File: src/rtl/led_status_ctrl.sv
// Multi-channel status-LED controller: per-channel OFF / ON / BLINK / BREATHE driven from a shared tick.
// Define LED_BREATHE_EN to build the PWM breathe engine; without it, mode 3 is accepted and acts as ON.
module led_status_ctrl #(
   parameter int NUM_LEDS    = 6,
   parameter int CLK_FREQ_HZ = 27_000_000,
   parameter int TICK_HZ     = 1000,
   parameter int PWM_BITS    = 8,
   parameter bit ACTIVE_LOW  = 1'b1,
   parameter bit HEARTBEAT   = 1'b1
) (
   input  logic                                                  clk,
   input  logic                                                  rst_n,
   input  logic                                                  cfg_we,
   input  logic [((NUM_LEDS > 1) ? $clog2(NUM_LEDS) : 1)-1:0]    cfg_ch,
   input  logic [1:0]                                            cfg_mode,
   input  logic [7:0]                                            cfg_period,
   output logic                                                  cfg_ack,
   output logic                                                  cfg_err,
   output logic                                                  tick_o,
   output logic [NUM_LEDS-1:0]                                   led_o
);

   localparam int CW  = (NUM_LEDS > 1) ? $clog2(NUM_LEDS) : 1;
   localparam int DIV = CLK_FREQ_HZ / TICK_HZ;
   localparam int PW  = $clog2(DIV);
   localparam logic [PW-1:0] DIV_LAST = PW'(DIV - 1);

   typedef enum logic [1:0] {
      MODE_OFF     = 2'd0,
      MODE_ON      = 2'd1,
      MODE_BLINK   = 2'd2,
      MODE_BREATHE = 2'd3
   } mode_t;

   logic [PW-1:0]       presc_cnt;
   logic                tick;
   logic                wr_valid;
   logic [NUM_LEDS-1:0] lit;

   assign tick     = (presc_cnt == DIV_LAST);
   assign tick_o   = tick;
   assign wr_valid = cfg_we && (32'(cfg_ch) < NUM_LEDS);

   always_ff @(posedge clk or negedge rst_n) begin
      if (!rst_n) begin
         presc_cnt <= '0;
      end else if (tick) begin
         presc_cnt <= '0;
      end else begin
         presc_cnt <= presc_cnt + 1'b1;
      end
   end

   always_ff @(posedge clk or negedge rst_n) begin
      if (!rst_n) begin
         cfg_ack <= 1'b0;
         cfg_err <= 1'b0;
      end else begin
         cfg_ack <= wr_valid;
         cfg_err <= cfg_we && !wr_valid;
      end
   end

`ifdef LED_BREATHE_EN
   logic [PWM_BITS-1:0] pwm_cnt;

   always_ff @(posedge clk or negedge rst_n) begin
      if (!rst_n) begin
         pwm_cnt <= '0;
      end else begin
         pwm_cnt <= pwm_cnt + 1'b1;
      end
   end
`endif

   for (genvar i = 0; i < NUM_LEDS; i++) begin : g_ch
      mode_t      mode;
      logic [7:0] period;
      logic [7:0] tcnt;
      logic       phase;
      logic       sel;
      logic       timed;
      logic       expire;
      logic [7:0] last;
      logic       chan_lit;

      // A stored period of 0 behaves like 1, so the wrap point never underflows.
      assign last   = (period == 8'd0) ? 8'd0 : period - 8'd1;
      assign sel    = wr_valid && (cfg_ch == CW'(i));
      assign timed  = (mode == MODE_BLINK) || (mode == MODE_BREATHE);
      assign expire = tick && timed && (tcnt == last);

      // A write to this channel takes priority over a coincident tick.
      always_ff @(posedge clk or negedge rst_n) begin
         if (!rst_n) begin
            mode   <= (HEARTBEAT && (i == 0)) ? MODE_BLINK : MODE_OFF;
            period <= (HEARTBEAT && (i == 0)) ? 8'd250 : 8'd0;
            tcnt   <= 8'd0;
            phase  <= 1'b0;
         end else if (sel) begin
            mode   <= mode_t'(cfg_mode);
            period <= cfg_period;
            tcnt   <= 8'd0;
            phase  <= 1'b0;
         end else if (expire) begin
            tcnt   <= 8'd0;
            phase  <= ~phase;
         end else if (tick && timed) begin
            tcnt   <= tcnt + 8'd1;
         end
      end

`ifdef LED_BREATHE_EN
      logic [PWM_BITS-1:0] level;
      logic                dir_down;

      // Direction flips on the step that lands on an endpoint, so each endpoint lasts one step.
      always_ff @(posedge clk or negedge rst_n) begin
         if (!rst_n) begin
            level    <= '0;
            dir_down <= 1'b0;
         end else if (sel) begin
            level    <= '0;
            dir_down <= 1'b0;
         end else if (expire && (mode == MODE_BREATHE)) begin
            if (!dir_down) begin
               level <= level + 1'b1;
               if (level == {PWM_BITS{1'b1}} - 1'b1) dir_down <= 1'b1;
            end else begin
               level <= level - 1'b1;
               if (level == PWM_BITS'(1)) dir_down <= 1'b0;
            end
         end
      end

      always_comb begin
         chan_lit = 1'b0;
         case (mode)
            MODE_OFF:     chan_lit = 1'b0;
            MODE_ON:      chan_lit = 1'b1;
            MODE_BLINK:   chan_lit = phase;
            MODE_BREATHE: chan_lit = (pwm_cnt < level);
            default:      chan_lit = 1'b0;
         endcase
      end
`else
      always_comb begin
         chan_lit = 1'b0;
         case (mode)
            MODE_OFF:     chan_lit = 1'b0;
            MODE_ON:      chan_lit = 1'b1;
            MODE_BLINK:   chan_lit = phase;
            MODE_BREATHE: chan_lit = 1'b1;
            default:      chan_lit = 1'b0;
         endcase
      end
`endif

      assign lit[i] = chan_lit;
   end

   always_ff @(posedge clk or negedge rst_n) begin
      if (!rst_n) begin
         led_o <= {NUM_LEDS{ACTIVE_LOW}};
      end else begin
         led_o <= lit ^ {NUM_LEDS{ACTIVE_LOW}};
      end
   end

endmodule
File: config.mk
export PLATFORM = sky130hd
export DESIGN_NAME = led_status_ctrl
export DESIGN_NICKNAME = d
export VERILOG_FILES = /design/src/rtl/led_status_ctrl.sv
export SDC_FILE = /design/constraint.sdc
export NUM_CORES = 1
export LEC_CHECK = 0
export ABC_CLOCK_PERIOD_IN_PS = 3100
export BUFFER_PORTS_ARGS = -buffer_cell sky130_fd_sc_hd__buf_2
export CELL_PAD_IN_SITES_DETAIL_PLACEMENT = 0
export CELL_PAD_IN_SITES_GLOBAL_PLACEMENT = 2
export CORE_MARGIN = 1
export CORE_UTILIZATION = 38
export CTS_BUF_LIST = sky130_fd_sc_hd__clkbuf_8
export DETAILED_ROUTE_END_ITERATION = 8
export PLACE_DENSITY_LB_ADDON = 0.1
export SLEW_MARGIN = 40
export SYNTH_ARGS = -nofsm -noshare
export SYNTH_HDL_FRONTEND = slang
export SYNTH_SLANG_ARGS = --single-unit
File: constraint.sdc
create_clock -name clk -period 3.1 [get_ports clk]
set_clock_uncertainty 0.15 [all_clocks]
set_input_delay 0.93 -clock clk [delete_from_list [all_inputs] [get_ports clk]]
set_output_delay 0.93 -clock clk [all_outputs]
set_load 0.1 [all_outputs]
# --- Yosys cells after proc, flatten, opt, wreduce, memory -nomap -nowiden ---
# Index checks and enable logic that the tools add are counted.
word_totals:
  word_cells: 180
  inputBits: 16
  ff_bits: 137
  out_inout_bits: 9
op_classes:
  eq_ne: 30
  addsub: 13
  magnitude_cmp: 1
  n_mux: 43
  n_bitwise: 7
  n_reduce_logical: 58
ops:
  columns: ["operator", "n"]
  rows:
  - ["two-way mux 8 bit", 24]
  - ["adder 8 x 1 -> 8 bit, second input constant", 6]
  - ["equality test 8 bit", 6]
  - ["logical NOT 8 bit", 6]
  - ["subtractor 8 x 1 -> 8 bit, second input constant", 6]
  - ["equality test 2 bit, second input constant", 12]
  - ["logical AND 1 bit", 20]
  - ["case mux 1 bit (3 select lines)", 6]
  - ["nonzero test 3 bit", 6]
  - ["adder 15 x 1 -> 15 bit, second input constant", 1]
  - ["equality test 15 bit, second input constant", 1]
  - ["two-way mux 15 bit", 1]
  - ["equality test 2 x 1 -> 1 bit, second input constant", 6]
  - ["logical NOT 2 bit", 6]
  - ["two-way mux 1 bit", 12]
  - ["nonzero test 2 bit", 6]
  - ["OR reduction 2 bit", 6]
  - ["equality test 3 x 2 -> 1 bit, second input constant", 2]
  - ["equality test 3 bit, second input constant", 2]
  - ["logical OR 1 bit", 6]
  - ["inverter 1 bit", 6]
  - ["inverter 6 bit", 1]
  - ["equality test 3 x 1 -> 1 bit, second input constant", 1]
  - ["logical NOT 3 bit", 1]
  - ["2 further kinds", 2]

# --- Longest topological paths before layout ---
logic_depth:
  ltp_word: 6
  mapped_depth: 9
  ltp_nobuf: 8

# --- Worst setup path after synthesis ---
# No wires, ideal clock.
synth_timing:
  path_type: "register to register"
  start: "register g_ch[2].period[0]"
  end: "register g_ch[2].tcnt[1]"
  t_arrival_ns: 2.595
  stages_incl_launch_ff: 10
  setup_time_ns: 0.140
  required_ns: 2.810
  synth_period_minus_slack_ns: 2.885
  slack_ns: 0.215
  path_buffers: 1
  cell_sequence: "dfrtp_1 inv_1 ha_1 or4b_4 or4b_4 a21bo_1 a222oi_1 and3_1 buf_6 nor3_2"
synth_via:
  elab_chain_len: 6
  word_cells_on_any_way: 8
  classes_between: "add/sub: 1; eq/ne: 1; mux: 3; reduce/logical: 3"
synth_rtl:
  columns: ["element", "line_no", "rtl"]
  rows:
  - ["start: declaration", "78", "logic [7:0] period;"]
  - ["start signal: assignment", "97", "period <= (HEARTBEAT && (i == 0)) ? 8'd250 : 8'd0;"]
  - ["start signal: assignment", "102", "period <= cfg_period;"]
  - ["subtractor 8 x 1 -> 8 bit / logical NOT 8 bit (equally long branches)", "88", "assign last = (period == 8'd0) ? 8'd0 : period - 8'd1;"]
  - ["two-way mux 8 bit (*)", "88", null]
  - ["equality test 8 bit (*)", "91", "assign expire = tick && timed && (tcnt == last);"]
  - ["logical AND 1 bit (*)", "91", null]
  - ["two-way mux 8 bit", "105", "end else if (expire) begin"]
  - ["two-way mux 8 bit", "100", "end else if (sel) begin"]
  - ["end signal: assignment", "109", "tcnt <= tcnt + 8'd1;"]
  - ["end: declaration", "79", "logic [7:0] tcnt;"]
# Every way passes the cells marked *; elsewhere a longest branch is shown, timed or not.
# A chain may end at the register's enable or synchronous reset.

# --- Final worst setup path ---
layout_timing:
  start: "register g_ch[2].period[0]"
  end: "register g_ch[2].tcnt[2]"
# The elaborated chain is that of the path after synthesis.

==> flow_summary.html <==
<table>
<tr><th>Metric</th><th>Value</th></tr>
<tr><th colspan="2">Setup path</th></tr>
<tr><td>Data arrival time of the critical path</td><td>3.14 ns</td></tr>
<tr><td>Endpoint class of the critical path</td><td>flop</td></tr>
<tr><td>Category of the critical setup timing path</td><td>flop to flop</td></tr>
<tr><td>Reg2Reg Setup Slack</td><td>roughly 0.13 ns</td></tr>
<tr><td>Startpoint of the worst register-to-register path</td><td>g_ch[2].period[0]$_DFFE_PN0P_</td></tr>
<tr><td>Critical register-to-register path endpoint</td><td>g_ch[2].tcnt[2]$_DFFE_PN0P_</td></tr>
<tr><td>Nature of the critical path startpoint</td><td>flop</td></tr>
<tr><td>Largest fanout on the critical path</td><td>8</td></tr>
<tr><td>Number of cell instances on the worst register-to-register path</td><td>9</td></tr>
<tr><td>Critical Path RT</td><td>3.28 ns</td></tr>
<tr><th colspan="2">Run</th></tr>
<tr><td>Max-cap violation count</td><td>0</td></tr>
<tr><th colspan="2">Place</th></tr>
<tr><td>Setup Slack @ Placement</td><td>0.0648 ns</td></tr>
<tr><td>Final GP Congestion</td><td>0.873</td></tr>
<tr><td>Half-perimeter wire length after placement</td><td>between 15 and 20 mm</td></tr>
<tr><td>Port Buf Inserts</td><td>24</td></tr>
<tr><th colspan="2">GRT</th></tr>
<tr><td>Via count of the first global-routing pass</td><td>around 6800</td></tr>
<tr><td>Overall track demand over capacity in global routing</td><td>20.2%</td></tr>
<tr><td>Number of antenna violations at the first check in global routing</td><td>0</td></tr>
<tr><td>Remaining Overflow, GRT</td><td>0</td></tr>
<tr><td>Pin count of the biggest net entering global routing</td><td>61</td></tr>
<tr><td>Wire length of the first global-routing pass</td><td>around 35 mm</td></tr>
<tr><th colspan="2">Clock tree</th></tr>
<tr><td>CTS max path bufs</td><td>2</td></tr>
<tr><td>Reg clk slew, reported paths</td><td>0.09 ns</td></tr>
<tr><td>Maximum level of the CTS H-tree</td><td>4</td></tr>
<tr><td>Clock Latency Late Sink</td><td>0.45 ns</td></tr>
<tr><td>CTS tree</td><td>done</td></tr>
<tr><td>Hold Buf Count CTS</td><td>0</td></tr>
<tr><td>Number of buffers created by CTS</td><td>17</td></tr>
<tr><td>Root buf cell</td><td>sky130_fd_sc_hd__clkbuf_8</td></tr>
<tr><td>Sinks on the clock net</td><td>137</td></tr>
<tr><th colspan="2">Floorplan</th></tr>
<tr><td>Std-Cell Core Area</td><td>21200 sq um</td></tr>
<tr><td>Standard-cell rows</td><td>53</td></tr>
<tr><td>Initial Util</td><td>39.1%</td></tr>
<tr><td>Die Y</td><td>~150 microns</td></tr>
<tr><td>I/O pin cnt</td><td>25</td></tr>
<tr><td>Die span in x</td><td>~150 microns</td></tr>
<tr><td>Die footprint</td><td>roughly 22000 sq um</td></tr>
<tr><th colspan="2">Detailed routing</th></tr>
<tr><td>DRT Pass-1 Iters</td><td>4</td></tr>
<tr><td>Vias post-DR</td><td>6687</td></tr>
<tr><td>Final wirelength</td><td>21.1 mm</td></tr>
<tr><td>Routed via count divided by cell count</td><td>5.55</td></tr>
<tr><td>Per-cell routed wire length</td><td>17.5 microns</td></tr>
<tr><td>Post-route antenna net violation count</td><td>0</td></tr>
<tr><td>Post-route DRC</td><td>0</td></tr>
<tr><td>Number of DRC markers in iteration 0</td><td>303</td></tr>
<tr><th colspan="2">Timing</th></tr>
<tr><td>Final WS setup</td><td>0.134 ns</td></tr>
<tr><td>Highest clock rate</td><td>337 MHz</td></tr>
<tr><td>Endpoints failing setup</td><td>0</td></tr>
<tr><td>Final critical-path required period</td><td>2.97 ns</td></tr>
<tr><td>Worst Tran Pin Value</td><td>0.664 ns</td></tr>
<tr><td>Rel. slew slack</td><td>55.3%</td></tr>
<tr><td>Hold Violations, Final</td><td>0</td></tr>
<tr><td>Setup repair after global routing missed its margin</td><td>no</td></tr>
<tr><td>Tcrit/Tclk final</td><td>95.7%</td></tr>
<tr><td>Final slew viol count</td><td>0</td></tr>
<tr><td>Setup TNS</td><td>0 ns</td></tr>
<tr><th colspan="2">Yosys</th></tr>
<tr><td>Post-synthesis cell area</td><td>8290 sq um</td></tr>
<tr><td>Synth unique cells</td><td>between 70 and 80</td></tr>
<tr><td>Cell count after synthesis</td><td>872</td></tr>
<tr><td>Post-synthesis sequential area ratio</td><td>41.5%</td></tr>
<tr><td>Post-synthesis async set-or-reset flop share</td><td>100%</td></tr>
<tr><td>Number of synthesized flops with an enable pin</td><td>0</td></tr>
<tr><td>Top post-synthesis cells by count</td><td>sky130_fd_sc_hd__dfrtp_1, sky130_fd_sc_hd__nand2_1, sky130_fd_sc_hd__nor3_1</td></tr>
<tr><td>Cell type with the highest aggregate area in the netlist</td><td>sky130_fd_sc_hd__dfrtp_1</td></tr>
<tr><td>Most common cell in the netlist</td><td>sky130_fd_sc_hd__dfrtp_1</td></tr>
<tr><td>Top-area cell type share of the netlist area</td><td>37.4%</td></tr>
<tr><td>Synthesis Warnings</td><td>0</td></tr>
<tr><td>Top post-synthesis cells by area</td><td>sky130_fd_sc_hd__dfrtp_1, sky130_fd_sc_hd__mux2_2, sky130_fd_sc_hd__xnor2_1</td></tr>
<tr><td>Most used flip-flop cell after synthesis</td><td>sky130_fd_sc_hd__dfrtp_1</td></tr>
<tr><td>Nets in the synthesized netlist</td><td>901</td></tr>
<tr><td>Mean Syn Cell Area</td><td>roughly 9.5 sq um</td></tr>
<tr><td>Flop and latch count out of synthesis</td><td>137</td></tr>
<tr><th colspan="2">Status</th></tr>
<tr><td>Run status</td><td>completed</td></tr>
<tr><th colspan="2">Final layout</th></tr>
<tr><td>Antenna Diode Count</td><td>0</td></tr>
<tr><td>Fraction of layout cells with a size suffix above 1</td><td>20.0%</td></tr>
<tr><td>Number of fill cells</td><td>~2100</td></tr>
<tr><td>Multi-input gate area in the final layout</td><td>4600 sq um</td></tr>
<tr><td>Synthesis-to-finish area growth</td><td>13.1%</td></tr>
<tr><td>Storage element area</td><td>3450 sq um</td></tr>
<tr><td>Final #Nets</td><td>945</td></tr>
<tr><th colspan="2">Power</th></tr>
<tr><td>Leakage power of the design</td><td>3.94 nW</td></tr>
<tr><td>Maximum ir drop on the vdd rail</td><td>373 uV</td></tr>
<tr><td>Power density normalized to cell area</td><td>566 nW/um^2</td></tr>
<tr><th colspan="2">Hold path</th></tr>
<tr><td>Type of the most critical hold path</td><td>input port to async pin</td></tr>
</table>
==> per-stage QoR <==
| stage | area [sq um] | total power, mW | hold WS (ns) | utilization (%) | cells |
|---|---|---|---|---|---|
| floorplan | 8290 | 3.41 | 0.211 | - | 872 |
| global route | 9370 | 5.65 | 0.224 | 44.2 | 1204 |
| finish | 9370 | 5.31 | 0.229 | 44.2 | 1204 |
| detailed placement | 8930 | 3.82 | 0.227 | 42.1 | 1169 |
| CTS | 9330 | 5.36 | 0.220 | 44.0 | 1202 |
| global placement | 8930 | 3.80 | 0.225 | 42.1 | 1169 |
==> worst max-delay path, cell delays in order (launching register included) <==
cell and delay, ns:
sky130_fd_sc_hd__dfrtp_1 0.40, sky130_fd_sc_hd__inv_1 0.10, sky130_fd_sc_hd__ha_1 0.19, sky130_fd_sc_hd__or4b_4 0.49, sky130_fd_sc_hd__or4b_4 0.50, sky130_fd_sc_hd__a21bo_1 0.18
sky130_fd_sc_hd__a222oi_1 0.38, sky130_fd_sc_hd__and3_1 0.26, sky130_fd_sc_hd__buf_12 0.14, sky130_fd_sc_hd__nor3_2 0.05
==> cells by family (layout without fill, tap and decap cells) <==
group	Yosys count	in the layout	share of synthesized area, %
fa+ha+maj	13	13	1.96
flops	137	137	41.5
buf+inv	72	129	3.46
compound gates	149	149	12.6
simple gates	376	376	25.9
mux	51	51	6.79
xor+xnor	74	74	7.82
==> report_power, final <==
group	internal, mW	switching (mW)
Sequential	2.03	0.302
Combinational	0.617	0.856
Clock	0.785	0.714
Total	3.44	1.87
==> what timing repair did <==
item	in CTS	in global routing
resized for setup	2	5
setup endpoints to repair	1	12
setup buffers	1	2
pin swaps	1	3
==> layout make-up <==
type	count	share of cell area, %
flip-flops and latches	137	36.8
multi-input cells	663	49.1
inverters	37	1.48
clock buffers	17	2.50
repair buffers	60	4.79
clock inverters	15	1.72
well taps	275	3.67
==> how the worst max path moves through the flow <==
stage                             startpoint                           to  cells after the start
3_3_place_gp   g_ch[1].period[0]$_DFFE_PN0P_    g_ch[1].phase$_DFFE_PN0P_                      8
5_1_grt        g_ch[2].period[0]$_DFFE_PN0P_  g_ch[2].tcnt[2]$_DFFE_PN0P_                      9
3_5_place_dp   g_ch[1].period[0]$_DFFE_PN0P_    g_ch[1].phase$_DFFE_PN0P_                      8
2_1_floorplan  g_ch[2].period[0]$_DFFE_PN0P_  g_ch[2].tcnt[1]$_DFFE_PN0P_                      9
6_report       g_ch[2].period[0]$_DFFE_PN0P_  g_ch[2].tcnt[2]$_DFFE_PN0P_                      9
4_1_cts               presc_cnt[7]$_DFF_PN0_                       tick_o                      5
==> flip-flops by register name, indices dropped and copies added (netlist names) <==
signal       count
g_ch.period     48
g_ch.tcnt       48
presc_cnt       15
g_ch.mode       12
g_ch.phase       6
led_o            6
cfg_ack          1
cfg_err          1
==> routing by layer <==
metal | wire length (microns) | up-vias | GRT usage, %
met3 | 549 | 16 | 3.14
met4 | 256 | 0 | 5.96
met2 | 10300 | 92 | 33.9
li1 | - | 3267 | -
met5 | 0 | - | 0
met1 | 9990 | 3312 | 26.8
==> layout by cell type (no fill, tap or decap), drive strengths merged, types with 6 or more instances in the layout <==
master   instances
a21o             8
a21oi           24
and2            11
and3            16
buf             60
clkbuf          17
clkinv           8
dfrtp          124
dfstp           13
ha              13
inv             40
mux2            39
mux2i           12
nand2           72
nand2b          13
nand3           23
nand4           23
nor2            53
nor2b            8
nor3            76
nor3b            6
nor4            13
nor4b            6
o2111ai          9
o21ai           38
or2              6
or3             17
or4              8
xnor2           45
xor2            29
(Power assumes the default switching activity.)
